`src/rtl/mem_port_arbiter.sv`:
```
`timescale 1ns/1ps
// mem_port_arbiter: shares one single-port synchronous memory (one-cycle read
// latency) between requester A (CPU) and requester B (loader/debug).
// Pipeline: arbitrate (cycle N) -> issue on memory bus (N+1) -> return (N+2).
// Optional macro MEM_ARB_B_PRIORITY_EN: port B gets fixed priority instead of
// round-robin.
module mem_port_arbiter #(
  parameter int unsigned ADDR_W = 32,
  parameter int unsigned DATA_W = 32
) (
  input  logic              clk,
  input  logic              rst,
  input  logic              a_req,
  input  logic              a_we,
  input  logic [ADDR_W-1:0] a_addr,
  input  logic [DATA_W-1:0] a_wdata,
  output logic              a_gnt,
  output logic              a_rvalid,
  output logic [DATA_W-1:0] a_rdata,
  input  logic              b_req,
  input  logic              b_we,
  input  logic [ADDR_W-1:0] b_addr,
  input  logic [DATA_W-1:0] b_wdata,
  output logic              b_gnt,
  output logic              b_rvalid,
  output logic [DATA_W-1:0] b_rdata,
  output logic [ADDR_W-1:0] mem_address,
  output logic [DATA_W-1:0] mem_data_in,
  output logic              mem_write_enable,
  input  logic [DATA_W-1:0] mem_data_out
);

  typedef enum logic {PORT_A = 1'b0, PORT_B = 1'b1} port_t;

  port_t             rr_last;
  port_t             rd_port;
  logic              rd_pend;
  logic              elig_a, elig_b;
  logic              win_a, win_b;
  logic [DATA_W-1:0] a_rdata_q, b_rdata_q;

  // Arbitration: a port is blanked for one cycle right after its grant.
  always_comb begin
    elig_a = a_req & ~a_gnt;
    elig_b = b_req & ~b_gnt;
    win_a  = 1'b0;
    win_b  = 1'b0;
`ifdef MEM_ARB_B_PRIORITY_EN
    win_b = elig_b;
    win_a = elig_a & ~elig_b;
`else
    if (elig_a && elig_b) begin
      win_a = (rr_last == PORT_B);
      win_b = (rr_last == PORT_A);
    end else begin
      win_a = elig_a;
      win_b = elig_b;
    end
`endif
  end

  // Issue and return stages; address/data hold across idle cycles.
  always_ff @(posedge clk) begin
    if (rst) begin
      a_gnt            <= 1'b0;
      b_gnt            <= 1'b0;
      a_rvalid         <= 1'b0;
      b_rvalid         <= 1'b0;
      mem_write_enable <= 1'b0;
      mem_address      <= '0;
      mem_data_in      <= '0;
      rr_last          <= PORT_B;
      rd_pend          <= 1'b0;
      rd_port          <= PORT_A;
      a_rdata_q        <= '0;
      b_rdata_q        <= '0;
    end else begin
      a_gnt <= win_a;
      b_gnt <= win_b;
      if (win_a || win_b) begin
        mem_address      <= win_a ? a_addr  : b_addr;
        mem_data_in      <= win_a ? a_wdata : b_wdata;
        mem_write_enable <= win_a ? a_we    : b_we;
        rr_last          <= win_a ? PORT_A  : PORT_B;
        rd_port          <= win_a ? PORT_A  : PORT_B;
        rd_pend          <= win_a ? ~a_we   : ~b_we;
      end else begin
        mem_write_enable <= 1'b0;
        rd_pend          <= 1'b0;
      end
      a_rvalid <= rd_pend && (rd_port == PORT_A);
      b_rvalid <= rd_pend && (rd_port == PORT_B);
      // Capture the returned word so rdata holds once rvalid drops.
      if (a_rvalid) a_rdata_q <= mem_data_out;
      if (b_rvalid) b_rdata_q <= mem_data_out;
    end
  end

  // Memory data is only valid in the return cycle, so it is passed straight
  // through then and replaced by the captured copy afterwards.
  assign a_rdata = a_rvalid ? mem_data_out : a_rdata_q;
  assign b_rdata = b_rvalid ? mem_data_out : b_rdata_q;

endmodule

```
`config.mk`:
```
export PLATFORM = sky130hd
export DESIGN_NAME = mem_port_arbiter
export DESIGN_NICKNAME = d
export VERILOG_FILES = /design/src/rtl/mem_port_arbiter.sv
export SDC_FILE = /design/constraint.sdc
export NUM_CORES = 1
export LEC_CHECK = 0
export ABC_CLOCK_PERIOD_IN_PS = 2200
export CAP_MARGIN = 25
export CORE_MARGIN = 2
export CORE_UTILIZATION = 45
export DETAILED_ROUTE_END_ITERATION = 10
export PLACE_DENSITY = 0.87
export SYNTH_ARGS = -nofsm -noshare
export SYNTH_HDL_FRONTEND = slang
export SYNTH_SLANG_ARGS = --single-unit
```
`constraint.sdc`:
```
create_clock -name clk -period 2.2 [get_ports clk]
set_clock_uncertainty 0.2 [all_clocks]
set_input_delay 0.22 -clock clk [delete_from_list [all_inputs] [get_ports clk]]
set_output_delay 0.22 -clock clk [all_outputs]
set_load 0.03 [all_outputs]
```
### Word level (Yosys, flattened, before mapping)

Index checks and enable logic that the tools add are counted.

* bits in registers: 136
* input port bits: 166
* output and inout port bits: 133

* multiplexer cells: 9
* bitwise operators: 9
* reduce and logical (&&, ||, !) cells: 5

Operator list (count)
* $mux 32: 4
* $not 1->1: 7
* $mux 1: 5
* $logic_and 1x1->1: 3
* $and 1x1->1: 2
* $reduce_or 2->1: 1
* $logic_or 1x1->1: 1

### Longest topological paths before layout

Gate-level depths: netlist (run 1).

* depth in word-level cells: 7
* depth in mapped cells: 5
* gate-level depth less buffers: 3

### Least setup slack after synthesis (run 1)

OpenSTA, ideal clock, no wires.

* path kind: flip-flop to flip-flop
* start: register a_rvalid
* end: register a_rdata_q[0]
* library setup time: 128 ps
* data arrival time: 1565 ps
* required time: 1872 ps
* slack: 307 ps
* cell stages (with the launch flop): 5
* path buffers: 2
* period minus slack after synthesis: 1893 ps
* path through: dfxtp_1 -> clkbuf_1 -> buf_2 -> mux2_1 -> nor2b_1

* longest elaborated chain between the ends: 1

Ends and longest elaborated chain
* start: declaration: line 18 `output logic a_rvalid,`
* start signal: assignment: line 91 `a_rvalid <= rd_pend && (rd_port == PORT_A);`
* $mux 32
* via a_rdata[0]: line 19 `output logic [DATA_W-1:0] a_rdata,`
* end signal: assignment: line 94 `if (a_rvalid) a_rdata_q <= mem_data_out;`
* end: declaration: line 40 `logic [DATA_W-1:0] a_rdata_q, b_rdata_q;`

The timed path passes the listed nets, and every way through them passes these cells.
A chain may end at the register's enable or synchronous reset.

### Worst setup path after layout (run 1)

* start: register b_rvalid
* end: output b_rdata[26]

* longest elaborated chain between the ends: 1

Ends and longest elaborated chain
* start: declaration: line 25 `output logic b_rvalid,`
* start signal: assignment: line 92 `b_rvalid <= rd_pend && (rd_port == PORT_B);`
* $mux 32
* end: declaration: line 26 `output logic [DATA_W-1:0] b_rdata,`

No other way between the ends.

==> flow_summary_export.csv, run 1 <==
group,metric,value,unit
die,row_count,43,
critical_path,crit_slowest_cell,"dfxtp_2",
sta,finalCriticalPeriod,2.15,ns
flow_run,drv_cap,0,
placement,placed_cell_area,9410,um^2
critical_path,endpoint,"b_rdata[26]",
critical_path,worst_ep_required_time,1.78,ns
logic_synthesis,synth_async_sr_flop_share,0,
detailed_routing,ant_nets,0,
critical_path,critPathMaxFanout,16,
logic_synthesis,seq_area_frac_synth,0.432,
critical_path,rr_endpoint,"mem_data_in[21]$_SDFFE_PP0P_",
final_layout,nFillCells,1057,
detailed_routing,drcViolationCount,0,
final_layout,seqCellArea,2730,um^2
placement,hpwl,13300,um
clock_tree,clock_latency,0.41,ns
logic_synthesis,avgSynthCellArea,10.3,um^2
critical_path,crit_arrival,1.73,ns
placement,port_buffers,298,
critical_path,crit_chain,"clkbuf_16 > mux2_2 > clkdlybuf4s15_1",
logic_synthesis,synth_area_leaders,"dfxtp_1 43%, mux2_2 11%, a2111oi_0 8.9%",
logic_synthesis,synth_top_cell_by_area,"dfxtp_1",
final_layout,design_area,9940,um^2
final_layout,multi_input_area,2980,um^2
detailed_routing,drtPass1Iterations,5,
final_layout,syn_to_final_growth,57.7,%
die,chipWidth,122,um
logic_synthesis,synth-edff-count,0,
clock_tree,cts_root_buffer,"clkbuf_16",
logic_synthesis,syn_area,6300,um^2
final_layout,drive_gt1_frac,0.145,
critical_path,regToRegSetupSlack,0.23,ns
sta,max_freq,465,MHz
clock_tree,htreeDepth,4,
global_routing,antenna_found_initial,0,
final_layout,final_cells,1071,
clock_tree,cts_tree,"built",
detailed_routing,via_per_inst,5.54,
placement,dp_cells,1037,
logic_synthesis,synth_ff_type,"dfxtp_1",
pwr,power,6.83,mW
clock_tree,cts_setup_buffers,0,
clock_tree,cts.sink_count,136,
logic_synthesis,synth_top_area_frac,0.432,
clock_tree,clk_pin_slew,0.06,ns
clock_tree,cts_made_buffers,17,
final_layout,fin_nets,1045,
critical_path,critPathLaunchType,"flop",
sta,hold_violations,0,
logic_synthesis,syn_nets,778,
critical_path,rr_startpoint,"b_gnt$_SDFF_PP0_",
sta,period_share,0.978,
clock_tree,cts_buffer_depth,2,
detailed_routing,routedWlPerCell,18.9,um
global_routing,track_usage,0.263,
critical_path,critPathMaxStageDelay,0.39,ns
detailed_routing,via_count,5930,
die,io_pins,299,
pwr,powerDensity,687,nW/um^2
critical_path,path_class,"flop to output port",
die,die-area,15000,um^2
sta,fin_ws,0.0490,ns
die,fp.dieH,122,um
logic_synthesis,yosysWarnings,0,
global_routing,grt_overflow_total,0,
pwr,leakage,4.49,nW
sta,slew_headroom,0.415,
detailed_routing,initialDrtViolationCount,428,
placement,place_congestion,0.801,
pwr,ir_drop,0.000565,V
logic_synthesis,synth_cell_types,30,
logic_synthesis,syn_inst,612,
run_status,status,"finished clean",
final_layout,final_util,0.722,
sta,setup_violations,0,
critical_path,rr_worst_depth,4,
die,start_util,0.457,
critical_path,crit_start,"b_rvalid$_SDFF_PP0_",
sta,worst_slew_pin_slew,0.875,ns
final_layout,num_antenna_cells,0,
detailed_routing,routed_wl,20300,um
logic_synthesis,ys_seq_elements,136,
critical_path,end_kind,"output port",
global_routing,grt_pass1_wl,30600,um
global_routing,grt_pass1_vias,5925,
global_routing,grt_start_max_net_pins,134,
worst_hold_path,min_path_type,"input port to flop",
placement,place_ws,-0.0110,ns
die,coreArea,13800,um^2
sta,drv_slew,0,
[layer usage]
metal | share of wire | GRT usage
met5 | 0 | 0
met2 | 0.49 | 0.444
met1 | 0.37 | 0.288
met3 | 0.10 | 0.109
met4 | 0.030 | 0.120
[synthesized netlist by cell type (all sizes together), types with 2 or more instances]
master	instances
a2111oi	64
a211o	64
a211oi	2
and3b	2
buf	37
clkbuf	34
dfxtp	136
inv	64
mux2	64
nand2b	3
nor2	2
nor2b	66
nor3b	2
nor4b	64
[registers in the layout (all words and copies together) (netlist names), 32 cells and up]
register,count
mem_data_in,32
a_rdata_q,32
mem_address,32
b_rdata_q,32
[kinds of logic (layout without fill, tap and decap cells)]
family / Yosys count / count (layout) / synth area share
AOI/OAI and AO/OA: 133 / 133 / 0.183
buffers and inverters: 135 / 414 / 0.0961
DFF: 136 / 136 / 0.432
muxes: 65 / 65 / 0.116
and+or+nand+nor: 143 / 143 / 0.173
[stage by stage]
| step | setup TNS (ns) | hold WS (ns) |
|---|---|---|
| 4_1_cts | -0.000425 | 0.198 |
| 5_1_grt | -0.00173 | 0.209 |
| 3_5_place_dp | -0.0810 | 0.243 |
| 6_report | 0 | 0.220 |
| 2_1_floorplan | 0 | 0.179 |
| 3_3_place_gp | 0 | 0.235 |
[area by class of cell]
cell class | instances | area share
repair buffers | 319 | 0.324
multi-input cells | 341 | 0.300
flip-flops and latches | 136 | 0.274
clock buffers | 19 | 0.0446
inverters | 64 | 0.0242
well taps | 180 | 0.0227
clock inverters | 12 | 0.0104
[placed cells by master, fill, tap and decap left out, drive strengths merged, types with 2 or more instances in the layout]
master and instances:
clkbuf 23, clkdlybuf4s50 231, nand2b 3, clkinvlp 6, a211oi 2, clkinv 4, nor4b 64, nor2b 66
buf 21, dfxtp 136, nor3b 2, and3b 2, clkdlybuf4s15 4, nor2 2, a2111oi 64, dlygate4sd2 58
mux2 64, a211o 64, inv 65
[where the power goes]
part,total [mW],internal (mW),switching [mW]
sequential,2.70,2.61,0.0901
combinational,1.49,0.733,0.756
clock,2.64,1.57,1.07
[critical path: cells and delay by family, from the launching register on]
kind                   cells  cell delay (ns)
buffers and inverters      2             0.57
DFF                        1             0.39
muxes                      1             0.35
[how the worst min path moves through the flow]
stage / slack (ns) / start / end / cells past startpoint
after floorplan: 0.18 / a_we / mem_write_enable$_SDFF_PP0_ / 2
after global placement: 0.24 / rd_port$_SDFFE_PP0P_ / a_rvalid$_SDFF_PP0_ / 1
after detailed placement: 0.24 / rd_port$_SDFFE_PP0P_ / a_rvalid$_SDFF_PP0_ / 1
after CTS: 0.20 / a_we / mem_write_enable$_SDFF_PP0_ / 3
after global routing: 0.21 / a_we / mem_write_enable$_SDFF_PP0_ / 3
final: 0.22 / b_we / mem_write_enable$_SDFF_PP0_ / 3
[timing repair]
action	CTS	global route
gates cloned	0	2
endpoints found under the hold margin	7	0
gates resized for setup	70	6
hold buffers	1	0
setup endpoints to repair	64	50
Note: power is estimated with default switching activity, not from simulation.
==> run 2: changes to the inputs <==
CELL_PAD_IN_SITES_DETAIL_PLACEMENT = 0   (was unset)
CELL_PAD_IN_SITES_GLOBAL_PLACEMENT = 2   (was unset)
CORE_UTILIZATION = 26   (was 45)
CTS_BUF_LIST = sky130_fd_sc_hd__clkbuf_16   (was unset)
==> flow_summary_export.csv, run 2 (synthesis results as in run 1) <==
group,metric,value,unit
run_status,status,"finished clean",
detailed_routing,drcViolationCount,0,
clock_tree,cts_buffer_depth,2,
sta,hold_violations,0,
final_layout,fin_nets,1054,
sta,rsz0062_at_grt,"no",
global_routing,grt_overflow_total,0,
placement,place_congestion,0.732,
sta,finalCriticalPeriod,2.13,ns
final_layout,seqCellArea,2730,um^2
critical_path,end_kind,"output port",
clock_tree,clk_pin_slew,0.06,ns
clock_tree,cts_setup_buffers,0,
detailed_routing,routedWlPerCell,18.3,um
final_layout,drive_gt1_frac,0.157,
global_routing,antenna_found_initial,2,
detailed_routing,via_per_inst,4.87,
pwr,ir_drop,0.000422,V
pwr,powerDensity,696,nW/um^2
sta,tns,0,ns
die,chipWidth,160,um
clock_tree,clock_latency,0.41,ns
sta,slew_headroom,0.624,
sta,max_freq,470,MHz
final_layout,mostFrequentLayoutCell,"clkdlybuf4s50_1",
clock_tree,cts_tree,"built",
critical_path,crit_arrival,1.71,ns
clock_tree,htreeDepth,4,
placement,port_buffers,298,
pwr,power,7.16,mW
clock_tree,cts_root_buffer,"clkbuf_16",
worst_hold_path,min_path_type,"input port to flop",
detailed_routing,via_count,5937,
final_layout,syn_to_final_growth,63.3,%
global_routing,track_usage,0.171,
critical_path,worst_ep_required_time,1.78,ns
critical_path,critPathLaunchType,"flop",
die,io_pins,299,
final_layout,layout_common_cells,"231 x clkdlybuf4s50_1, 133 x dfxtp_1",
die,fp.dieH,160,um
flow_run,drv_cap,0,
sta,setup_violations,0,
sta,drv_slew,0,
clock_tree,cts.sink_count,136,
critical_path,path_class,"flop to output port",
die,coreArea,23600,um^2
die,die-area,25500,um^2
global_routing,grt_pass1_vias,6050,
placement,hpwl,15000,um
sta,period_share,0.967,
pwr,leakage,4.58,nW
die,row_count,56,
critical_path,critPathMaxFanout,20,
final_layout,multi_input_area,2980,um^2
global_routing,grt_start_max_net_pins,83,
sta,worst_slew_pin_slew,0.550,ns
global_routing,grt_pass1_wl,34400,um
detailed_routing,ant_nets,0,
clock_tree,cts_made_buffers,17,
final_layout,nFillCells,2351,
die,start_util,0.267,
detailed_routing,routed_wl,22300,um
detailed_routing,initialDrtViolationCount,287,
detailed_routing,drtPass1Iterations,7,
run 2: cell count changes in the layout (fill, tap and decap cells not counted), sizes merged:
cell,previous run,this run
diode,0,1
inv,65,72
buf,21,33
clkinv,4,1
clkbuf,23,18
bufinv,1,2
clkinvlp,6,3
run 2: metrics by stage:
| step | instances | worst slack, ns | util | area, um^2 | hold slack, ns |
|---|---|---|---|---|---|
| floorplan | 612 | 0.307 | - | 6300 | 0.179 |
| global placement | 1186 | 0.0698 | 0.412 | 9730 | 0.242 |
| detailed placement | 1186 | 0.0336 | 0.412 | 9730 | 0.251 |
| CTS | 1218 | 0.00185 | 0.435 | 10300 | 0.198 |
| global route | 1220 | 0.00258 | 0.436 | 10300 | 0.258 |
| finish | 1220 | 0.0735 | 0.436 | 10300 | 0.221 |
run 2: path summary, 6_finish.rpt:
path         cells past startpoint                      endpoint                   startpoint  slack [ns]
max                              3                   b_rdata[21]          b_rvalid$_SDFF_PP0_        0.07
min                              3   mem_write_enable$_SDFF_PP0_                         a_we        0.22
max reg2reg                      4  mem_data_in[29]$_SDFFE_PP0P_             b_gnt$_SDFF_PP0_        0.23
min reg2reg                      1   mem_address[0]$_SDFFE_PP0P_  mem_address[0]$_SDFFE_PP0P_        0.26
run 2: where the power goes:
part | internal, mW | total (mW) | switching (mW)
clock | 1.70 | 2.92 | 1.22
sequential | 2.61 | 2.68 | 0.0770
combinational | 0.760 | 1.55 | 0.790
total | 5.07 | 7.16 | 2.09
run 2: critical path, cell delays in order (launching register included):
cell and delay [ns]:
dfxtp_2 0.37, buf_12 0.18, mux2_2 0.37, dlygate4sd2_1 0.37
run 2: per-layer routing:
| metal | routed length (um) | part of all wire | track usage |
|---|---|---|---|
| met3 | 1890 | 0.085 | 0.0657 |
| met2 | 10400 | 0.46 | 0.281 |
| met4 | 344 | 0.015 | 0.0529 |
| met1 | 9710 | 0.44 | 0.205 |
| met5 | 0 | 0 | 0 |
run 2: layout make-up:
cell class              count  area share
diodes                      1    0.000243
clock buffers              17      0.0413
clock inverters            14      0.0158
inverters                  64      0.0233
multi-input cells         341       0.290
flip-flops and latches    136       0.265
well taps                 319      0.0388
repair buffers            328       0.326
run 2: repair_timing:
action | 4_1_cts | 5_1_grt
hold buffers | 1 | 0
cloned | 0 | 1
endpoints found under the setup margin | 62 | 28
resized for setup | 71 | 1
hold endpoints to repair | 2 | 0
==> run 3: changes to the inputs <==
PLACE_DENSITY = 0.88   (was 0.87)
==> flow_summary_export.csv, run 3 (synthesis results as in run 1) <==
group,metric,value,unit
placement,hpwl,15100,um
final_layout,final_cells,1224,
final_layout,fin_nets,1058,
final_layout,nFillCells,2310,
detailed_routing,via_count,5907,
detailed_routing,routedWlPerCell,18.0,um
pwr,ir_drop,0.000356,V
die,die-area,25500,um^2
clock_tree,cts.sink_count,136,
detailed_routing,routed_wl,22000,um
final_layout,mostFrequentLayoutCell,"clkdlybuf4s50_1",
clock_tree,cts_made_buffers,17,
die,row_count,56,
final_layout,drive_gt1_frac,0.155,
final_layout,syn_to_final_growth,62.0,%
clock_tree,clock_latency,0.40,ns
final_layout,final_util,0.432,
placement,dp_cells,1189,
pwr,leakage,4.57,nW
sta,hold_violations,0,
detailed_routing,drtPass1Iterations,4,
detailed_routing,via_per_inst,4.83,
detailed_routing,drcViolationCount,0,
detailed_routing,ant_nets,0,
critical_path,end_kind,"output port",
final_layout,seqCellArea,2730,um^2
detailed_routing,initialDrtViolationCount,239,
final_layout,layout_common_cells,"231 x clkdlybuf4s50_1, 133 x dfxtp_1, 65 x inv_1",
placement,place_congestion,0.763,
sta,max_freq,468,MHz
critical_path,critPathMaxFanout,16,
final_layout,multi_input_area,2980,um^2
die,start_util,0.267,
global_routing,grt_start_max_net_pins,60,
sta,drv_slew,0,
pwr,powerDensity,669,nW/um^2
run_status,status,"finished clean",
clock_tree,htreeDepth,4,
critical_path,worst_ep_required_time,1.78,ns
critical_path,crit_arrival,1.72,ns
global_routing,antenna_found_initial,2,
clock_tree,clk_pin_slew,0.06,ns
sta,period_share,0.972,
die,io_pins,299,
critical_path,regToRegSetupSlack,0.28,ns
critical_path,critPathLaunchType,"flop",
die,coreArea,23600,um^2
clock_tree,cts_buffer_depth,2,
critical_path,path_class,"flop to output port",
sta,finalCriticalPeriod,2.14,ns
flow_run,drv_cap,0,
global_routing,grt_pass1_wl,33600,um
die,fp.dieH,160,um
die,chipWidth,160,um
sta,setup_violations,0,
placement,port_buffers,298,
global_routing,grt_overflow_total,0,
sta,slew_headroom,0.437,
global_routing,grt_pass1_vias,5857,
global_routing,track_usage,0.166,
clock_tree,cts_tree,"built",
sta,rsz0062_at_grt,"no",
worst_hold_path,min_path_type,"input port to flop",
clock_tree,cts_root_buffer,"clkbuf_16",
sta,worst_slew_pin_slew,0.841,ns
==> run 3: cell count changes in the layout (fill, tap and decap cells not counted), moves of 2 or more <==
cell | previous run | this run
buf_12 | 16 | 11
buf_4 | 16 | 25
bufinv_16 | 2 | 0
clkdlybuf4s15_1 | 0 | 3
clkdlybuf4s15_2 | 4 | 0
clkinv_2 | 1 | 3
clkinv_4 | 0 | 2
inv_6 | 6 | 4
==> run 3: what timing repair did <==
| item | CTS | global route |
|---|---|---|
| hold buffers | 1 | 0 |
| setup endpoints to repair | 61 | 59 |
| gates resized for setup | 63 | 3 |
| setup buffers | 0 | 0 |
| cloned | 0 | 2 |
| endpoints found under the hold margin | 2 | 0 |
==> run 3: where the power goes <==
part,total [mW],internal (mW),switching [mW]
clock network,2.61,1.45,1.16
logic,1.54,0.753,0.785
registers,2.68,2.61,0.0751
==> run 3: layout make-up <==
class                      instances  area share
clock inverter                    14     0.00993
multi-input combinational        341       0.292
clock buffer                      17      0.0417
sequential                       136       0.267
tap                              319      0.0391
timing repair buffer             332       0.326
antenna                            1    0.000245
inverter                          64      0.0235
==> run 3: path summary, 6_finish.rpt <==
path / startpoint / cells past startpoint / endpoint
worst max register to register: b_gnt$_SDFF_PP0_ / 4 / mem_address[31]$_SDFFE_PP0P_
worst max-delay path: b_rvalid$_SDFF_PP0_ / 3 / b_rdata[5]
worst min-delay path: b_we / 3 / mem_write_enable$_SDFF_PP0_
worst min register to register: rd_port$_SDFFE_PP0P_ / 1 / a_rvalid$_SDFF_PP0_
==> run 3: metrics by stage <==
step	hold slack (ns)	cell area, um^2	total power, mW	setup slack (ns)	setup TNS, ns
finish	0.241	10200	6.83	0.0618	0
global route	0.267	10200	7.15	0.00341	0
CTS	0.241	10100	6.95	-0.0000411	-0.0000411
detailed placement	0.249	9690	4.30	-0.0755	-3.04
global placement	0.241	9690	4.30	-0.0847	-3.79
floorplan	0.179	6300	3.51	0.307	0
==> run 3: routing by layer <==
| metal | track usage | wire [um] | vias up |
|---|---|---|---|
| li1 | - | - | 2832 |
| met1 | 0.210 | 9660 | 2796 |
| met2 | 0.261 | 9990 | 253 |
| met3 | 0.0642 | 2030 | 24 |
| met4 | 0.0500 | 349 | 2 |
| met5 | 0 | 13 | - |
==> run 3: worst max-delay path: stages (launching register included) <==
cell           delay [ns]
dfxtp_2              0.39
clkbuf_16            0.21
mux2_2               0.35
dlygate4sd2_1        0.37
==> edit, RTL diff (config.mk and constraints of run 3) <==
Build with the macro `MEM_ARB_B_PRIORITY_EN` defined.
--- a/src/rtl/mem_port_arbiter.sv
+++ b/src/rtl/mem_port_arbiter.sv
@@ -4,6 +4,8 @@
 // Pipeline: arbitrate (cycle N) -> issue on memory bus (N+1) -> return (N+2).
 // Optional macro MEM_ARB_B_PRIORITY_EN: port B gets fixed priority instead of
 // round-robin.
+`define MEM_ARB_B_PRIORITY_EN
+
 module mem_port_arbiter #(
   parameter int unsigned ADDR_W = 32,
   parameter int unsigned DATA_W = 32
Behaviour: not the same (Yosys sat finds a counterexample within 4 cycles, from zero or initial values and one cycle with rst high).
==> edit against run 3 <==
Worst setup slack lost 6.5 ps; routed wire length down 21%; synthesized area is 14% lower; sequential share of layout area is 3.0 points higher; critical path depth is the same; combinational power fell by 19%; hold slack got worse by 93 ps; count of clock-buffer cells in the layout unchanged; final area down 11%; total power fell by 0.27%; die area shrank 13%; sequential cell count fell by 1; critical endpoint is now b_rdata[20]; largest cell class unchanged.
==> edit: results (changes against run 3) <==
| Metric | Value |
|---|---|
| Status | `completed` |
| Signal buffers | `309 (-6.9%)` |
| Crit Reg-Reg Startpoint | `a_rvalid` |
| ClkCell Share | `6.64% (+1.5 points)` |
| Pre-CTS WS | `162 ps (+238 ps)` |
| Vias in the first global route | `4854 (-17%)` |
| Worst-Skew Late Latency | `420 ps (+20 ps)` |
| Worst Hold Launch | `b_addr[19]` |
| R2R Setup Slk | `640 ps (+360 ps)` |
| CLK BUF | `17 (unchanged)` |
| Compound-cell area share of the yosys netlist | `10.6% (-7.7 points)` |
| Worst r2r dst | `a_rdata_q[0]` |
| Non-clk invs | `0 (-100%)` |
| Gpl congestion | `0.761 (-0.16%)` |
| CP max stage delay | `390 ps (about the same)` |
| Multi-input combinational area share | `26.8% (-2.4 points)` |
| Cell Count, Final, Fillers Out | `1018 (-17%)` |
| Placed Cells | `983 (-17%)` |
| Sequential cell area fraction in the yosys report | `49.7% (+6.5 points)` |
| Sequential share of power | `38.7% (-0.6 points)` |
| Mux contribution to synthesized area | `25.1% (+13 points)` |
| Leakage | `3.79 nW (-17%)` |
| Hold depth | `2 (-1)` |
| Worst slew pin tran | `651 ps (-190 ps)` |
| DRT iter0 DRCs | `83 (-65%)` |
| Post-Synthesis Cells | `444 (-27%)` |
| Post-route cell area | `9100 um2 (-11%)` |
| Share of cells above drive strength 1 | `14.3% (-1.2 points)` |
| Drt total wl | `17500 um (-21%)` |
| # H-tree levels | `4 (unchanged)` |
| Net Switching | `1.80 mW (-11%)` |
| Post-synthesis cell type count | `23 (-23%)` |
| Seq cells post-synth | `135 (-0.74%)` |
| End-of-flow core utilization | `44.7% (+1.5 points)` |
| Clock share of power | `43.0% (+4.8 points)` |
| Slowest stage cell, crit path | `dfxtp_2` |
| Comb_multi_in | `272 (-20%)` |
| Hold WS | `148 ps (-93.0 ps)` |
| Fin nets | `901 (-15%)` |
| First-pass GRT wire length | `26900 um (-20%)` |
| Largest net degree at the start of global routing | `66 (+10%)` |
| Post-synth top cells | `135 x dfxtp_1, 64 x mux2i_1, 64 x nor2b_1, 64 x o2bb2ai_1, 40 x mux2_1` |
| Hold endpoint | `mem_address[19]` |
| DP HPWL | `12800 um (-15%)` |
| Worst Path Max Fanout | `16 (unchanged)` |
| Register area | `2710 um2 (-0.78%)` |
| Comb pwr | `1.25 mW (-19%)` |
| Non-clock buffering overhead | `33.1% (+0.47 points)` |
| Total GRT Usage | `15.8% (-0.74 points)` |
| Synth top area cells | `dfxtp_1 50%, mux2i_1 12%, o2bb2ai_1 10%, mux2_1 8.3%, nor2b_1 7.4%` |
| Filler cells | `1895 (-18%)` |
| Antenna Violating Nets Remaining | `0 (unchanged)` |
| Antenna Cells | `0 (-1)` |
| Antenna violations before repair | `0 (-2)` |
| Syn Nets | `610 (-22%)` |
| Detailed-route via count | `4501 (-24%)` |
| Worst vdd ir | `0.467 mV (+31%)` |
| Worst min-delay path class | `in -> reg` |
| Cells on worst reg2reg path | `3 (-1)` |
| Post-DP Area | `8610 um2 (-11%)` |
-- edit: cell count changes in the layout (fill, tap and decap cells not counted), sizes merged, moves of 3 or more --
cell,run 3,this run
a2111oi,64,0
a211o,64,0
nor4b,64,0
o2bb2ai,0,64
inv,70,7
mux2i,1,64
dlygate4sd2,58,23
clkbuf,19,36
buf,37,27
clkdlybuf4s15,3,7
bufinv,0,3
-- edit: kinds of logic after synthesis --
logic type      Yosys count
simple gates             77
compound gates           67
flops                   135
mux                     128
buf+inv                  37
-- edit: worst max-delay path by stage --
| stage | depth (start not counted) | from | to | slack (ps) |
|---|---|---|---|---|
| 3_5_place_dp | 3 | mem_data_out[3] | b_rdata[3] | 160 |
| 6_report | 3 | b_rvalid | b_rdata[20] | 60 |
| 5_1_grt | 3 | a_rvalid | a_rdata[25] | 0.8 |
| 4_1_cts | 3 | a_rvalid | a_rdata[23] | -50 |
| 3_3_place_gp | 3 | mem_data_out[3] | b_rdata[3] | 170 |
| 2_1_floorplan | 4 | b_rvalid | b_rdata_q[10] | 380 |
-- edit: metal layers --
layer  vias to the layer above  wire [um]  part of all wire (%)  track usage [%]
met5                         -          0                     0                0
met4                         0        304                   1.7             5.57
met3                        18       1700                   9.7             7.12
met2                       204       8690                    50             27.9
met1                      2101       6830                    39             16.8
li1                       2178          -                     -                -
-- edit: worst reg2reg max path: cells and delay by family (launching register included) --
| kind | cells | cell delay (ps) |
|---|---|---|
| mux | 1 | 380 |
| buf+inv | 1 | 320 |
| simple gates | 1 | 140 |
| flops | 1 | 380 |
-- edit: timing repair --
| action | in CTS | in global routing |
|---|---|---|
| gates resized for setup | 90 | 63 |
| setup endpoints to repair | 60 | 46 |
| setup buffers | 0 | 0 |
| cloned | 1 | 1 |
| endpoints found under the hold margin | 5 | 0 |
| hold buffers | 1 | 0 |
